===== config.mk =====
export PLATFORM = sky130hd
export DESIGN_NAME = task_manager_flat
export DESIGN_NICKNAME = d
export VERILOG_FILES = /design/src/rtl/task_manager_pkg.sv /design/src/rtl/task_interfaces.sv /design/src/rtl/task_manager_byte_buf.sv /design/src/rtl/task_manager.sv /design/src/flat_wrapper.sv
export SDC_FILE = /design/constraint.sdc
export NUM_CORES = 2
export LEC_CHECK = 0
export ABC_AREA = 1
export BUFFER_PORTS_ARGS = -buffer_cell sky130_fd_sc_hd__buf_2
export CORE_UTILIZATION = 45
export CTS_CLUSTER_DIAMETER = 120
export DETAILED_ROUTE_END_ITERATION = 8
export PLACE_DENSITY = 0.65
export SLEW_MARGIN = 5
export SYNTH_ARGS = -nofsm -noshare
export SYNTH_HDL_FRONTEND = slang
export SYNTH_SLANG_ARGS = --single-unit
export TNS_END_PERCENT = 5

===== constraint.sdc =====
create_clock -name i_clk -period 2.51 [get_ports i_clk]
set_input_delay 0.251 -clock i_clk [delete_from_list [all_inputs] [get_ports i_clk]]
set_output_delay 0.251 -clock i_clk [all_outputs]
set_load 0.02 [all_outputs]

===== src/rtl/task_manager_pkg.sv =====
// Shared types and widths for the host-side task manager.
// Imported by the task interfaces, the byte buffer and the task_manager top.
package task_manager_pkg;

  localparam int TASK_BYTE_W = 8;
  localparam int TASK_WORD_W = 32;
  localparam int TASK_SIZE_W = 12;

  typedef enum logic [2:0] {
    ST_IDLE,
    ST_LOAD,
    ST_SEND,
    ST_WAIT_ANS,
    ST_RECV,
    ST_DONE
  } tm_state_t;

  // Number of 32-bit words needed for a byte count; 13 bits so 4095+3 cannot wrap.
  function automatic logic [12:0] ceil_words(input logic [TASK_SIZE_W-1:0] size);
    return ({1'b0, size} + 13'd3) >> 2;
  endfunction

endpackage


===== src/rtl/task_interfaces.sv =====
// Byte stream into a task and word stream back out of it.
// The task manager owns the master ends; task blocks own the slave ends.
interface task_in_interface;
  logic [task_manager_pkg::TASK_BYTE_W-1:0] task_data;
  logic                                     task_data_valid;
  logic                                     task_data_last;
  logic                                     task_data_request;

  modport master (output task_data, task_data_valid, task_data_last,
                  input  task_data_request);
  modport slave  (input  task_data, task_data_valid, task_data_last,
                  output task_data_request);
endinterface

interface task_out_interface;
  logic                                     task_manager_ready;
  logic                                     task_answer_ready;
  logic [task_manager_pkg::TASK_WORD_W-1:0] task_answer_data;
  logic                                     task_answer_data_last;
  logic [task_manager_pkg::TASK_SIZE_W-1:0] task_answer_packet_size_in_bytes;

  modport master (output task_manager_ready,
                  input  task_answer_ready, task_answer_data, task_answer_data_last,
                         task_answer_packet_size_in_bytes);
  modport slave  (input  task_manager_ready,
                  output task_answer_ready, task_answer_data, task_answer_data_last,
                         task_answer_packet_size_in_bytes);
endinterface


===== src/rtl/task_manager_byte_buf.sv =====
// Simple dual-port packet buffer: synchronous write, registered read.
// The registered read provides the one-cycle request-to-valid latency.
module task_manager_byte_buf
  import task_manager_pkg::*;
#(
  parameter int DEPTH = 256,
  parameter int AW    = $clog2(DEPTH)
) (
  input  logic                   clk,
  input  logic                   we,
  input  logic [AW-1:0]          waddr,
  input  logic [TASK_BYTE_W-1:0] wdata,
  input  logic                   re,
  input  logic [AW-1:0]          raddr,
  output logic [TASK_BYTE_W-1:0] rdata
);

  logic [TASK_BYTE_W-1:0] mem [DEPTH];

  // NOTE: storage and read register have no reset so the array maps onto block RAM;
  // consumers gate rdata with their own valid flag.
  always_ff @(posedge clk) begin
    if (we) mem[waddr] <= wdata;
    if (re) rdata <= mem[raddr];
  end

endmodule


===== src/rtl/task_manager.sv =====
// Host-side task manager: buffers one host packet, streams it into a task, returns its answer.
// Optional answer watchdog enabled by defining TASK_MANAGER_TIMEOUT_EN.
module task_manager
  import task_manager_pkg::*;
#(
  parameter int NUM_BYTES_IN   = 256,
  parameter int TIMEOUT_CYCLES = 4096
) (
  input  logic                   i_clk,
  input  logic                   i_rst_n,
  input  logic                   i_pkt_valid,
  input  logic [TASK_BYTE_W-1:0] i_pkt_byte,
  input  logic                   i_pkt_last,
  output logic                   o_pkt_ready,
  task_in_interface.master       tim,
  task_out_interface.master      tom,
  output logic                   o_res_valid,
  output logic [TASK_WORD_W-1:0] o_res_data,
  output logic                   o_res_last,
  output logic                   o_done,
  output logic                   o_err_size,
  output logic                   o_err_ovf,
  output logic                   o_err_timeout
);

  localparam int AW = $clog2(NUM_BYTES_IN);
  localparam int PW = AW + 1;
  localparam logic [PW-1:0] DEPTH = PW'(NUM_BYTES_IN);

  tm_state_t              state_q, state_d;
  logic [PW-1:0]          wp_q, wp_d, rp_q, rp_d, len_q, len_d;
  logic [TASK_SIZE_W-1:0] size_q, size_d;
  logic [10:0]            wcnt_q, wcnt_d;
  logic                   tvalid_q, tvalid_d, tlast_q, tlast_d;
  logic                   res_valid_q, res_valid_d, res_last_q, res_last_d;
  logic [TASK_WORD_W-1:0] res_data_q, res_data_d;
  logic                   done_q, done_d;
  logic                   err_size_q, err_size_d, err_ovf_q, err_ovf_d;

  logic                   ram_we, ram_re;
  logic [AW-1:0]          ram_waddr, ram_raddr;
  logic [TASK_BYTE_W-1:0] ram_rdata;

`ifdef TASK_MANAGER_TIMEOUT_EN
  localparam int TW = $clog2(TIMEOUT_CYCLES) + 1;
  localparam logic [TW-1:0] TMO_LAST = TW'(TIMEOUT_CYCLES - 1);
  logic [TW-1:0] tmo_q, tmo_d;
  logic          err_tmo_q, err_tmo_d;
`else
  logic unused_timeout_cfg;
  assign unused_timeout_cfg = ^TIMEOUT_CYCLES;
`endif

  task_manager_byte_buf #(.DEPTH(NUM_BYTES_IN), .AW(AW)) u_buf (
    .clk  (i_clk),
    .we   (ram_we),
    .waddr(ram_waddr),
    .wdata(i_pkt_byte),
    .re   (ram_re),
    .raddr(ram_raddr),
    .rdata(ram_rdata)
  );

  // NOTE: every variable gets a default before the case so no path leaves one unassigned
  // (which would infer a latch).
  always_comb begin
    state_d     = state_q;
    wp_d        = wp_q;
    rp_d        = rp_q;
    len_d       = len_q;
    size_d      = size_q;
    wcnt_d      = wcnt_q;
    tvalid_d    = 1'b0;
    tlast_d     = 1'b0;
    res_valid_d = 1'b0;
    res_last_d  = 1'b0;
    res_data_d  = '0;
    done_d      = 1'b0;
    err_size_d  = err_size_q;
    err_ovf_d   = err_ovf_q;
    ram_we      = 1'b0;
    ram_waddr   = wp_q[AW-1:0];
    ram_re      = 1'b0;
    ram_raddr   = rp_q[AW-1:0];
`ifdef TASK_MANAGER_TIMEOUT_EN
    tmo_d       = '0;
    err_tmo_d   = err_tmo_q;
`endif

    unique case (state_q)
      ST_IDLE: begin
        if (i_pkt_valid) begin
          ram_we     = 1'b1;
          ram_waddr  = '0;
          wp_d       = PW'(1);
          rp_d       = '0;
          wcnt_d     = '0;
          size_d     = '0;
          err_size_d = 1'b0;
          err_ovf_d  = 1'b0;
`ifdef TASK_MANAGER_TIMEOUT_EN
          err_tmo_d  = 1'b0;
`endif
          // A single-byte packet carries its last flag on the opening byte.
          if (i_pkt_last) begin
            len_d   = PW'(1);
            state_d = ST_SEND;
          end else begin
            state_d = ST_LOAD;
          end
        end
      end
      ST_LOAD: begin
        if (i_pkt_valid) begin
          if (wp_q < DEPTH) begin
            ram_we = 1'b1;
            wp_d   = wp_q + PW'(1);
          end else begin
            err_ovf_d = 1'b1;
          end
          if (i_pkt_last) begin
            len_d   = (wp_q < DEPTH) ? wp_q + PW'(1) : DEPTH;
            state_d = ST_SEND;
          end
        end
      end
      ST_SEND: begin
        if (tim.task_data_request && (rp_q < len_q)) begin
          ram_re   = 1'b1;
          tvalid_d = 1'b1;
          tlast_d  = (rp_q == len_q - PW'(1));
          rp_d     = rp_q + PW'(1);
          if (tlast_d) state_d = ST_WAIT_ANS;
        end
      end
      ST_WAIT_ANS: begin
        if (tom.task_answer_ready) begin
          size_d  = tom.task_answer_packet_size_in_bytes;
          state_d = ST_RECV;
        end
      end
      ST_RECV: begin
        if (tom.task_answer_ready) begin
          res_valid_d = 1'b1;
          res_data_d  = tom.task_answer_data;
          wcnt_d      = wcnt_q + 11'd1;
          if (tom.task_answer_data_last) begin
            res_last_d = 1'b1;
            state_d    = ST_DONE;
          end
        end
      end
      ST_DONE: begin
        done_d     = 1'b1;
        err_size_d = ({2'b00, wcnt_q} != ceil_words(size_q));
        state_d    = ST_IDLE;
      end
      default: state_d = ST_IDLE;
    endcase

`ifdef TASK_MANAGER_TIMEOUT_EN
    // Watchdog restarts on every answer handshake; on expiry the answer is abandoned.
    if ((state_q == ST_WAIT_ANS) || (state_q == ST_RECV)) begin
      if (tom.task_answer_ready) begin
        tmo_d = '0;
      end else if (tmo_q == TMO_LAST) begin
        err_tmo_d = 1'b1;
        state_d   = ST_DONE;
      end else begin
        tmo_d = tmo_q + TW'(1);
      end
    end
`endif
  end

  always_ff @(posedge i_clk) begin
    if (!i_rst_n) begin
      state_q     <= ST_IDLE;
      wp_q        <= '0;
      rp_q        <= '0;
      len_q       <= '0;
      size_q      <= '0;
      wcnt_q      <= '0;
      tvalid_q    <= 1'b0;
      tlast_q     <= 1'b0;
      res_valid_q <= 1'b0;
      res_last_q  <= 1'b0;
      res_data_q  <= '0;
      done_q      <= 1'b0;
      err_size_q  <= 1'b0;
      err_ovf_q   <= 1'b0;
`ifdef TASK_MANAGER_TIMEOUT_EN
      tmo_q       <= '0;
      err_tmo_q   <= 1'b0;
`endif
    end else begin
      state_q     <= state_d;
      wp_q        <= wp_d;
      rp_q        <= rp_d;
      len_q       <= len_d;
      size_q      <= size_d;
      wcnt_q      <= wcnt_d;
      tvalid_q    <= tvalid_d;
      tlast_q     <= tlast_d;
      res_valid_q <= res_valid_d;
      res_last_q  <= res_last_d;
      res_data_q  <= res_data_d;
      done_q      <= done_d;
      err_size_q  <= err_size_d;
      err_ovf_q   <= err_ovf_d;
`ifdef TASK_MANAGER_TIMEOUT_EN
      tmo_q       <= tmo_d;
      err_tmo_q   <= err_tmo_d;
`endif
    end
  end

  assign o_pkt_ready            = (state_q == ST_LOAD);
  assign tim.task_data          = tvalid_q ? ram_rdata : '0;
  assign tim.task_data_valid    = tvalid_q;
  assign tim.task_data_last     = tlast_q;
  assign tom.task_manager_ready = (state_q == ST_RECV);
  assign o_res_valid            = res_valid_q;
  assign o_res_data             = res_data_q;
  assign o_res_last             = res_last_q;
  assign o_done                 = done_q;
  assign o_err_size             = err_size_q;
  assign o_err_ovf              = err_ovf_q;
`ifdef TASK_MANAGER_TIMEOUT_EN
  assign o_err_timeout          = err_tmo_q;
`else
  assign o_err_timeout          = 1'b0;
`endif

endmodule

===== src/flat_wrapper.sv =====
// flat-port wrapper written by rule: the top's interface ports become plain ports
module task_manager_flat import task_manager_pkg::*;
#(
  parameter int NUM_BYTES_IN   = 256,
  parameter int TIMEOUT_CYCLES = 4096
)
  (i_clk, i_rst_n, i_pkt_valid, i_pkt_byte, i_pkt_last, o_pkt_ready, o_res_valid, o_res_data, o_res_last, o_done, o_err_size, o_err_ovf, o_err_timeout, tim_task_data, tim_task_data_valid, tim_task_data_last, tim_task_data_request, tom_task_manager_ready, tom_task_answer_ready, tom_task_answer_data, tom_task_answer_data_last, tom_task_answer_packet_size_in_bytes);
  task_in_interface tim_i ();
  task_out_interface tom_i ();
  input  logic i_clk;
  input  logic i_rst_n;
  input  logic i_pkt_valid;
  input  logic [TASK_BYTE_W-1:0] i_pkt_byte;
  input  logic i_pkt_last;
  output logic o_pkt_ready;
  output logic o_res_valid;
  output logic [TASK_WORD_W-1:0] o_res_data;
  output logic o_res_last;
  output logic o_done;
  output logic o_err_size;
  output logic o_err_ovf;
  output logic o_err_timeout;
  output wire logic [$bits(tim_i.task_data)-1:0] tim_task_data;
  output wire logic [$bits(tim_i.task_data_valid)-1:0] tim_task_data_valid;
  output wire logic [$bits(tim_i.task_data_last)-1:0] tim_task_data_last;
  input wire logic [$bits(tim_i.task_data_request)-1:0] tim_task_data_request;
  output wire logic [$bits(tom_i.task_manager_ready)-1:0] tom_task_manager_ready;
  input wire logic [$bits(tom_i.task_answer_ready)-1:0] tom_task_answer_ready;
  input wire logic [$bits(tom_i.task_answer_data)-1:0] tom_task_answer_data;
  input wire logic [$bits(tom_i.task_answer_data_last)-1:0] tom_task_answer_data_last;
  input wire logic [$bits(tom_i.task_answer_packet_size_in_bytes)-1:0] tom_task_answer_packet_size_in_bytes;
  assign tim_task_data = tim_i.task_data;
  assign tim_task_data_valid = tim_i.task_data_valid;
  assign tim_task_data_last = tim_i.task_data_last;
  assign tim_i.task_data_request = tim_task_data_request;
  assign tom_task_manager_ready = tom_i.task_manager_ready;
  assign tom_i.task_answer_ready = tom_task_answer_ready;
  assign tom_i.task_answer_data = tom_task_answer_data;
  assign tom_i.task_answer_data_last = tom_task_answer_data_last;
  assign tom_i.task_answer_packet_size_in_bytes = tom_task_answer_packet_size_in_bytes;
  task_manager #(.NUM_BYTES_IN(NUM_BYTES_IN), .TIMEOUT_CYCLES(TIMEOUT_CYCLES)) u_core (.i_clk(i_clk), .i_rst_n(i_rst_n), .i_pkt_valid(i_pkt_valid), .i_pkt_byte(i_pkt_byte), .i_pkt_last(i_pkt_last), .o_pkt_ready(o_pkt_ready), .tim(tim_i), .tom(tom_i), .o_res_valid(o_res_valid), .o_res_data(o_res_data), .o_res_last(o_res_last), .o_done(o_done), .o_err_size(o_err_size), .o_err_ovf(o_err_ovf), .o_err_timeout(o_err_timeout));
endmodule

==> flow_metrics.tcl <==
set metrics [dict create \
    status "complete, but fails checks" \
    failed_checks "negative setup slack" \
    synth_cell_types 42 \
    multiInputGateArea_sq_um 22800 \
    seqCellArea_sq_um 63600 \
    place_ws_ps -346 \
    h-tree-depth 4 \
    cts.sinks 2148 \
    slew_headroom 0.554 \
    irDropWorstVdd_uv 939 \
    grtUsageMet3 0.0386 \
    post-route-min-period_ps 2560 \
    cp.arrival_ps 3180 \
    finalWirelength_microns 265000 \
    n_fill_cell 16700 \
    cp-end-kind "flip-flop" \
    ys_ff_latch 2148 \
    core.rowCount 164 \
    drc 0 \
    fin_util 0.549 \
    clkTransAtPathRegs_ps 60 \
    synth-async-reset-ratio 0 \
    power_density_nw_per_um2 932 \
    gr-max-usage-layer "met2" \
    drtIter0Drc 8258 \
    layout_commonest_cell "nand2_1" \
    worstMarginPinSlew_ps 669 \
    ios 109 \
    path_class "flip-flop to flip-flop" \
    antenna_found_initial 5 \
    core_area_sq_um 200000 \
    finalWeightedCongestion 0.923 \
    hold_violations 0 \
    cp_max_fo 23 \
    crit_required_ps 3130 \
    most-common-layout-cells "nand2_1 (2356), edfxtp_1 (2056), nor2_1 (1252)" \
    fin_skew_ps 58.1 \
    grt_first_pass_wirelength_microns 389000 \
    grt-ovfl-total 0 \
    leakagePower_nw 43.4 \
    synth_flop_cell "edfxtp_1" \
    die_h_microns 451 \
    syn_area_sq_um 90900 \
    rsz0062_at_grt "yes" \
    yosysSeqAreaShare 0.699 \
    hp-class "primary input to flip-flop" \
    synth_edf_count 2056 \
    cts_root_buffer "clkbuf_16" \
    synth_area_leaders "edfxtp_1 (68%), nand2_1 (9.9%), nor2_1 (5.3%), nand3_1 (4.0%), inv_1 (3.0%)" \
    dr.pass1.iters 6 \
    fin_setup_tns_ps -211 \
    grt_use_met2 0.407 \
    setup_viol 7 \
    nets 9463 \
    fp.dieW_microns 451 \
    fin_area_sq_um 110000 \
    syn_nets 8722 \
    grt_use_total 0.253 \
    hpwl_microns 162000 \
    synth_top_area_share 0.679 \
    syn-instance-count 8649 \
    drive_gt1_frac 0.152 \
    vias_per_cell 5.36 \
    syn_area_per_cell_sq_um 10.5 \
    met1_usage 0.344 \
    ys_warn_count 0 \
    syn_to_final_growth_pct 20.9 \
    dieArea_sq_um 204000 \
    total_power_mw 102 \
    cts_tree "built" \
    avgRoutedWirePerCell_microns 21.7 \
    worstSetupStartpointType "flip-flop" \
    ant_nets 0 \
    grt_start_max_net_pins 74 \
    initial_utilization 0.454 \
    cts_made_buffers 217 \
    placed_cell_area_sq_um 100000 \
    max-cap-violations 0 \
    setup_slack_ps -47.8 \
    max_freq_mhz 391 \
    vias 65600 \
    clk_path_buf_depth 3 \
    grt_pass1_vias 63400 \
    port_buffers 107 \
    finalCritPeriodShare 1.02 \
    clock_latency_ps 880 \
    maxSlewViolCount 0 \
    synth_area_leader_cell "edfxtp_1" \
]
## sequential cells by signal, indices dropped and copies added (netlist names), 8 cells and up
register,count
u_core.u_buf.rdata,8
u_core.o_res_data,32
u_core.size_q,12
u_core.rp_q,9
u_core.wcnt_q,11
u_core.len_q,9
u_core.wp_q,9
u_core.u_buf.mem,2048
## final timing paths
check / startpoint / to / slack, ps / cells after the start
max reg2reg: u_core.rp_q[0] / u_core.u_buf.rdata[1] / -50 / 14
max: u_core.rp_q[0] / u_core.u_buf.rdata[1] / -50 / 14
min reg2reg: u_core.size_q[10] / u_core.size_q[10] / 480 / 2
min: tom_task_answer_data[29] / u_core.o_res_data[29] / 140 / 4
## routing by layer
metal / vias to the layer above / part of all wire
li1: 30300 / -
met1: 31800 / 0.40
met2: 3062 / 0.47
met3: 483 / 0.087
met4: 2 / 0.039
met5: - / 0.000030
## per-stage QoR
| stage | cells | hold slack (ps) |
|---|---|---|
| after floorplan | 8649 | 350 |
| after global placement | 11700 | 465 |
| final | 12200 | 144 |
| after global routing | 12200 | 125 |
| after detailed placement | 11700 | 470 |
| after CTS | 12200 | 73.4 |
## power by group
group / internal [mW] / switching, mW
logic: 11.1 / 18.3
clock network: 19.3 / 13.9
registers: 39.5 / 0.240
## Yosys cell counts, drive strengths merged (5+ instances only)
cell type,n
nand2,2404
edfxtp,2056
nor2,1307
inv,732
nand3,722
o21ai,534
buf,291
clkbuf,186
a21oi,129
dfxtp,92
o211ai,64
or2,24
nor3,16
xor2,15
ha,14
a211oi,12
clkinv,12
nand3b,6
nand4,5
nor4,5
## cell families (layout without fill, tap and decap cells)
family,after synthesis,after routing,synth area share
flip-flops,2148,2148,0.699
XOR/XNOR,19,19,0.00183
adder cells (fa/ha/maj),14,14,0.00193
other,1,2,0.0000413
AND/OR/NAND/NOR,4495,4495,0.199
AO/OA/AOI/OAI,751,751,0.0438
buffers and inverters,1221,2152,0.0543
## cell type report
type | instances | area share
Timing Repair inverter | 3 | 0.000194
Tap cell | 2656 | 0.0302
Sequential cell | 2148 | 0.579
Clock inverter | 138 | 0.0141
Clock buffer | 271 | 0.0523
Antenna cell | 1 | 0.0000228
Multi-Input combinational cell | 5280 | 0.207
Inverter | 744 | 0.0258
Timing Repair Buffer | 996 | 0.0914
## critical path, cell delays in order, from the launching register on
cell and delay (ps):
dfxtp_4 480, inv_16 90, buf_4 190, buf_12 170
buf_4 200, o21ai_1 180, nand2_1 110, a21oi_1 160
buf_4 140, nand2_1 80, nand3_1 80, nand3_1 150
nand3_1 110, buf_4 100, nand2_1 50
## timing repair
item	in CTS	in global routing
endpoints found under the setup margin	34	775
gates cloned	9	15
gates resized for setup	48	157
setup buffers	15	17
hold buffers	66	0
hold endpoints to repair	493	0
pin swaps	1	13
Note: power is estimated with default switching activity, not from simulation.
